**src/rtl/shared_bus_arbiter3.sv**
```systemverilog
// Round-robin arbiter/sequencer sharing one registered WIDTH-bit output between three requesters.
// Define ARB_FIXED_PRIO_EN to use fixed priority (req[0] highest) instead of round-robin.
module shared_bus_arbiter3 #(
  parameter int unsigned WIDTH     = 16,
  parameter int unsigned MAX_BURST = 4
) (
  input  logic             clk,
  input  logic             rst_n,
  input  logic [2:0]       req,
  input  logic [WIDTH-1:0] in0,
  input  logic [WIDTH-1:0] in1,
  input  logic [WIDTH-1:0] in2,
  output logic [2:0]       ack,
  output logic [2:0]       gnt,
  output logic [1:0]       sel,
  output logic             out_valid,
  output logic [WIDTH-1:0] out_data,
  output logic [1:0]       out_src,
  input  logic             out_ready,
  output logic             busy
);

  localparam int unsigned CntW = $clog2(MAX_BURST + 1);
  localparam logic [CntW-1:0] BurstMax = CntW'(MAX_BURST);

  typedef enum logic {StIdle, StGrant} state_e;

  state_e           state_q;
  logic [2:0]       gnt_q;
  logic [1:0]       sel_q;
  logic [CntW-1:0]  beat_cnt_q;
  logic             out_valid_q;
  logic [WIDTH-1:0] out_data_q;
  logic [1:0]       out_src_q;
`ifndef ARB_FIXED_PRIO_EN
  logic [1:0]       ptr_q;
`endif

  logic             free;
  logic             own_req;
  logic             other_req;
  logic             beat;
  logic [1:0]       pick;
  logic [CntW-1:0]  cnt_inc;
  logic [WIDTH-1:0] sel_data;

  function automatic logic [2:0] dec(input logic [1:0] s);
    return 3'b001 << s;
  endfunction

  function automatic logic [1:0] next_idx(input logic [1:0] s);
    return (s == 2'd2) ? 2'd0 : s + 2'd1;
  endfunction

  // gnt_q is one-hot of the owner, so masking req with it avoids indexing by sel
  assign free      = !out_valid_q || out_ready;
  assign own_req   = |(req & gnt_q);
  assign other_req = |(req & ~gnt_q);
  assign beat      = rst_n && (state_q == StGrant) && own_req && free;
  assign cnt_inc   = beat_cnt_q + CntW'(1);

  always_comb begin
    pick = 2'd0;
`ifdef ARB_FIXED_PRIO_EN
    if (req[0])      pick = 2'd0;
    else if (req[1]) pick = 2'd1;
    else             pick = 2'd2;
`else
    case (ptr_q)
      2'd1:    pick = req[1] ? 2'd1 : (req[2] ? 2'd2 : 2'd0);
      2'd2:    pick = req[2] ? 2'd2 : (req[0] ? 2'd0 : 2'd1);
      default: pick = req[0] ? 2'd0 : (req[1] ? 2'd1 : 2'd2);
    endcase
`endif
  end

  always_comb begin
    sel_data = in0;
    case (sel_q)
      2'd1:    sel_data = in1;
      2'd2:    sel_data = in2;
      default: sel_data = in0;
    endcase
  end

  always_ff @(posedge clk) begin
    if (!rst_n) begin
      state_q     <= StIdle;
      gnt_q       <= 3'b000;
      sel_q       <= 2'd0;
      beat_cnt_q  <= '0;
      out_valid_q <= 1'b0;
      out_data_q  <= '0;
      out_src_q   <= 2'd0;
`ifndef ARB_FIXED_PRIO_EN
      ptr_q       <= 2'd0;
`endif
    end else begin
      if (beat) begin
        out_data_q  <= sel_data;
        out_src_q   <= sel_q;
        out_valid_q <= 1'b1;
      end else if (out_valid_q && out_ready) begin
        out_valid_q <= 1'b0;
      end

      case (state_q)
        StIdle: begin
          if (|req) begin
            state_q    <= StGrant;
            gnt_q      <= dec(pick);
            sel_q      <= pick;
            beat_cnt_q <= '0;
          end
        end
        StGrant: begin
          // Release takes priority; a dropped req while stalled still releases
          if (!own_req || (beat && cnt_inc == BurstMax && other_req)) begin
            state_q <= StIdle;
            gnt_q   <= 3'b000;
            sel_q   <= 2'd0;
`ifndef ARB_FIXED_PRIO_EN
            ptr_q   <= next_idx(sel_q);
`endif
          end else if (beat) begin
            beat_cnt_q <= (cnt_inc == BurstMax) ? '0 : cnt_inc;
          end
        end
        default: state_q <= StIdle;
      endcase
    end
  end

  assign ack       = beat ? gnt_q : 3'b000;
  assign gnt       = gnt_q;
  assign sel       = sel_q;
  assign out_valid = out_valid_q;
  assign out_data  = out_data_q;
  assign out_src   = out_src_q;
  assign busy      = (state_q == StGrant);

endmodule

```
**config.mk**
```make
export PLATFORM = sky130hd
export DESIGN_NAME = shared_bus_arbiter3
export DESIGN_NICKNAME = d
export VERILOG_FILES = /design/src/rtl/shared_bus_arbiter3.sv
export SDC_FILE = /design/constraint.sdc
export NUM_CORES = 1
export LEC_CHECK = 0
export BUFFER_PORTS_ARGS = -buffer_cell sky130_fd_sc_hd__buf_2
export CAP_MARGIN = 5
export CELL_PAD_IN_SITES_DETAIL_PLACEMENT = 0
export CELL_PAD_IN_SITES_GLOBAL_PLACEMENT = 2
export CORE_UTILIZATION = 25
export DETAILED_ROUTE_END_ITERATION = 12
export PLACE_DENSITY = 0.76
export SLEW_MARGIN = 40
export SYNTH_ARGS = -nofsm -noshare
export SYNTH_HDL_FRONTEND = slang
export SYNTH_SLANG_ARGS = --single-unit
```
**constraint.sdc**
```tcl
create_clock -name clk -period 2.3 [get_ports clk]
set_clock_uncertainty 0.05 [all_clocks]
set_input_delay 0.23 -clock clk [delete_from_list [all_inputs] [get_ports clk]]
set_output_delay 0.23 -clock clk [all_outputs]
set_load 0.05 [all_outputs]
```
==> results of run 1 <==
==> metrics by stage <==
step | cell area, um^2 | std cells | hold slack, ns
after CTS | 2300 | 364 | 0.2247
after detailed placement | 2208 | 356 | 0.4028
after global placement | 2208 | 356 | 0.3979
after floorplan | 1725 | 207 | 0.4038
final | 2300 | 364 | 0.2262
after global routing | 2300 | 364 | 0.2264
==> worst max-delay path, cell delays in order, from the launching register on <==
cell and delay, ns:
dfxtp_1 0.40, a222oi_1 0.13, buf_4 0.17, nor3_2 0.31, and2_2 0.20, buf_2 0.25
==> sequential cells by signal (all words and copies together) (netlist names) <==
register / cells
beat_cnt_q: 3
out_data: 16
out_valid: 1
sel: 2
gnt: 3
ptr_q: 2
busy: 1
out_src: 2
==> cells in the final DEF, fill, tap and decap left out, types with 4 or more instances in the layout <==
cell      count
a21oi_1       4
buf_4         6
nand2_1      43
buf_2        81
and2_1        4
clkbuf_8      6
o211ai_1     16
a22oi_1      16
dfxtp_1      30
ha_1          8
inv_1         4
nor2b_1       7
a21boi_0     20
==> worst paths after layout <==
check / slack (ns) / cells past startpoint / startpoint / end
hold / removal: 0.23 / 3 / in0[10] / out_data[10]
hold reg to reg: 0.41 / 2 / out_data[7] / out_data[7]
setup / recovery: 0.29 / 5 / gnt[1] / ack[1]
setup reg to reg: 0.51 / 6 / sel[1] / out_data[11]
==> per-layer routing <==
metal / vias up / part of all wire, %
li1: 915 / -
met1: 857 / 47
met2: 44 / 48
met3: 5 / 4.3
met4: 0 / 1.2
met5: - / 0
==> report_power, final <==
| group | total [mW] | internal (mW) | switching (mW) |
|---|---|---|---|
| Sequential | 0.572 | 0.546 | 0.0256 |
| Combinational | 0.366 | 0.133 | 0.233 |
| Clock | 0.434 | 0.241 | 0.193 |
| Total | 1.37 | 0.921 | 0.451 |
==> layout make-up <==
cell class,count,area (um^2)
Fill cell,699,4195
Timing Repair Buffer,87,450.4
Tap cell,77,96.34
Sequential cell,30,600.6
Multi-Input combinational cell,158,1046
Inverter,4,15.01
Clock buffer,7,86.33
Clock inverter,1,5.005
==> kinds of logic after synthesis <==
group                      count (synthesis)
adders and majority gates                  8
and+or+nand+nor                           71
AOI/OAI and AO/OA                         78
xor gates and xnor gates                   1
buffers and inverters                     19
DFF                                       30
==> run metrics, run 1 <==
Worst slew margin=55.68%; pin count of the biggest net entering global routing=33; post-synthesis mux area share=0%; total power draw=1.372 mW; syn_nets=269; CP Class=register to output port; Peak VDD IR=0.2177 mV; Ant. Diodes=0; Worst EP arrival=1.73 ns; H-Tree Depth=2; final wirelength=5085 um; root buffer cell=clkbuf_8; Final min period=2.011 ns; cell area power density=596.4 nW/um^2; first-pass GRT wire length=8418 um; Die W=84.99 um; Antenna Violating Nets Remaining=0; Synth Area in Simple Gates=19.11%; HP Class=input port to register; DRT Pass-1 Iters=4; Post-synth EDFFs=0; CTS Sinks=30; Final Max Tran Viols=0; Crit path required time=2.02 ns; CTS Buf Count=5; initial antenna violation count=0; Post-CTS Hold Fix Bufs=0; final number of hold-violating endpoints=0; share of cells above drive strength 1=34.84%; fmax=497.2 MHz; GR Layer Usage met1=19.31%; maximum capacitance violations=0; HPWL Detailed=3814 um; main combinational cell family by area after synthesis=compound AO/OA/AOI/OAI gates; met3 usage=2.821%; Final setup viols=0; post-synthesis adder-cell area fraction=5.814%; worst setup margin=0.2887 ns; io pins=82; CTS tree=done; met2 Use GR=24.49%; Synth Area in Compound Gates=34.81%; Post-CTS Resized=0; drt wl/cell=13.97 um; fin nets=348; drt drc=0; Seq cells post-synth=30; final cycle utilization of the critical path=87.45%; unrepaired setup endpoints after global routing=no; crit end category=output port; area grow syn2layout=33.58%; Setup TNS Final=0 ns; Netlist Area Pre-Place=1722 um^2; YS warnings=0; Area contributors post-synth=dfxtp_1, nand2_1, a21boi_0; Bufs on Longest Clock Path=2; unique cell type count in the Yosys netlist=37; DP Worst Slack=0.4788 ns; GRT Total Usage=14.75%; ys flop type=dfxtp_1; vias in the first global route=1,745; GRT overflow=0; RePlAce Congestion=0.7446; Startpoint Class=register; GR peak layer=met2; DRT iter0 DRCs=86; fin util=35.41%; synthesized instance count=207; initial core utilization=26.51%; Die Ht=84.99 um; post-CTS setup buffers=0; total number of vias=1,821; Die ar.=7222 um^2; number of vias per cell=5.003; most numerous cell in the Yosys netlist=nand2_1; Cell Rows=29; Avg Inst Size Synth=8.317 um^2; largest fanout on the critical path=6; leading cell types by count after synthesis=nand2_1, dfxtp_1, a21boi_0; core area=6495 um^2; clock latency on the worst-skew pair=0.27 ns; sequential area share after synthesis=34.88%; CTS clock-pin slew for the worst setup and hold paths=0.06 ns; FFs w/ async S/R, synth=0%; Slew @ Worst Pin=0.6648 ns; XOR/XNOR Fraction of Synth Area=0.5087%; I/O Buffers=81; Yosys top cell by area=dfxtp_1; share of the synthesized area in the top cell type=34.88%; Leak Pwr=0.9785 nW; outcome=finished clean
Note: power is estimated with default switching activity, not from simulation.
==> run 2: changes to the inputs <==
- MAX_ROUTING_LAYER: unset -> met4
==> run metrics, run 2 (synthesized netlist as in run 1, its figures left out) <==
clock group share of total power=31.6% (about the same); final wirelength=5061 um (-0.47%); clock latency on the worst-skew pair=0.27 ns (about the same); first-pass GRT wire length=8404 um (-0.17%); Crit Reg-Reg Endpoint=sel[0]; initial core utilization=26.51% (unchanged); Leak Pwr=0.9785 nW (unchanged); number of vias per cell=4.989 (-0.27%); DRT iter0 DRCs=93 (+8.1%); outcome=finished clean; CTS Buf Count=5 (unchanged); crit end category=output port; cell area power density=595.3 nW/um^2 (-0.19%); FF-to-FF Start=beat_cnt_q[0]; fin nets=348 (unchanged); area grow syn2layout=33.58% (unchanged); largest fanout on the critical path=6 (unchanged); Final setup viols=0 (unchanged); Crit path required time=2.02 ns (about the same); fin util=35.41% (unchanged); drt drc=0 (unchanged); share of cells above drive strength 1=34.84% (unchanged); Cell Rows=29 (unchanged); Post-CTS Resized=0 (unchanged); Hold Slack=0.2267 ns (+0.0004490 ns); Antenna Violating Nets Remaining=0 (unchanged); Fillers=699 (unchanged); Ant. Diodes=0 (unchanged); Die ar.=7222 um^2 (unchanged); Setup TNS Final=0 ns (unchanged); HPWL Detailed=3814 um (unchanged); post-CTS setup buffers=0 (unchanged); DRT Pass-1 Iters=4 (unchanged); switching component of the power=0.4485 mW (-0.57%); HP Class=input port to register; Worst slew margin=56.86% (+1.2 points); total number of vias=1,816 (-0.27%); placed insts=356 (unchanged); maximum capacitance violations=0 (unchanged); I/O Buffers=81 (unchanged); Peak VDD IR=0.2161 mV (-0.70%); Comb pwr share=26.7% (about the same); Final min period=1.998 ns (-0.01305 ns); initial antenna violation count=0 (unchanged); most common cell after layout, fill and taps aside=buf_2; Die Ht=84.99 um (unchanged); pin count of the biggest net entering global routing=33 (unchanged); Internal=0.9205 mW (about the same); Post-CTS Hold Fix Bufs=0 (unchanged); Final Max Tran Viols=0 (unchanged); final cycle utilization of the critical path=86.88% (-0.57 points); Largest register FFs=16 (unchanged); CTS clock-pin slew for the worst setup and hold paths=0.06 ns (about the same); GRT Total Usage=15.18% (+0.43 points); unrepaired setup endpoints after global routing=no; io pins=82 (unchanged); Slew @ Worst Pin=0.6471 ns (-0.01775 ns); drt wl/cell=13.90 um (-0.47%); Bufs on Longest Clock Path=2 (unchanged); core area=6495 um^2 (unchanged); Die W=84.99 um (unchanged); RePlAce Congestion=0.7540 (+1.3%); final number of hold-violating endpoints=0 (unchanged); CTS tree=done; vias in the first global route=1,748 (+0.17%); CTS Sinks=30 (unchanged); share of power burned in registers=41.8% (about the same); CP startpoint=gnt[1]; fin cells=364 (unchanged); CP Class=register to output port; root buffer cell=clkbuf_8; R2R Setup Slk=0.52 ns (about the same); commonest cells after routing, fill and taps aside=buf_2, nand2_1, dfxtp_1; H-Tree Depth=2 (unchanged); Startpoint Class=register; Worst Setup EP=ack[1]; fmax=500.4 MHz (+0.65%); Net Sw Frac=32.76% (-0.13 points); GRT overflow=0 (unchanged); Worst R2R Path Depth=5 (-1); Worst EP arrival=1.72 ns (about the same)
-- run 2: cell counts in the layout (fill, tap and decap cells not counted) --
No cell type changed its count.
-- run 2: per-layer routing --
layer,up-vias,track usage (%),share of wire (%)
met1,853,19.31,47
li1,915,-,-
met3,5,2.626,3.7
met2,43,24.56,48
met5,-,-,0
met4,0,4.622,0.91
-- run 2: how the worst min path moves through the flow --
stage                start      endpoint  slack (ns)  depth (start not counted)
2_1_floorplan       in0[0]   out_data[0]        0.40                          2
3_3_place_gp   out_data[3]   out_data[3]        0.40                          2
3_5_place_dp   out_data[7]   out_data[7]        0.40                          2
4_1_cts            in0[10]  out_data[10]        0.22                          3
5_1_grt             in0[1]   out_data[1]        0.23                          3
6_report           in0[10]  out_data[10]        0.23                          3
-- run 2: through the flow --
step                worst slack (ns)  cell area (um^2)  power, mW
global route                  0.1566              2300      1.461
CTS                           0.2655              2300      1.399
detailed placement            0.4788              2208     0.9529
finish                        0.3017              2300      1.369
floorplan                     0.1066              1725     0.8269
global placement              0.5091              2208     0.9535
-- run 2: cell type report --
class | count | area [um^2] | area share [%]
Tap cell | 77 | 96.34 | 4.189
Timing Repair Buffer | 87 | 450.4 | 19.59
Multi-Input combinational cell | 158 | 1046 | 45.48
Inverter | 4 | 15.01 | 0.6529
Clock buffer | 7 | 86.33 | 3.754
Sequential cell | 30 | 600.6 | 26.12
Clock inverter | 1 | 5.005 | 0.2176
-- run 2: worst max-delay path, cell delays in order (launching register included) --
cell	delay, ns
dfxtp_1	0.39
a222oi_1	0.13
buf_4	0.17
nor3_2	0.30
and2_2	0.20
buf_2	0.25
-- run 2: power by group through the flow --
stage	Clock (mW)	Sequential [mW]	Combinational [mW]
after floorplan	0	0.644	0.183
after global placement	0	0.584	0.370
after detailed placement	0	0.584	0.369
after CTS	0.457	0.572	0.370
after global routing	0.475	0.577	0.409
final	0.432	0.572	0.365
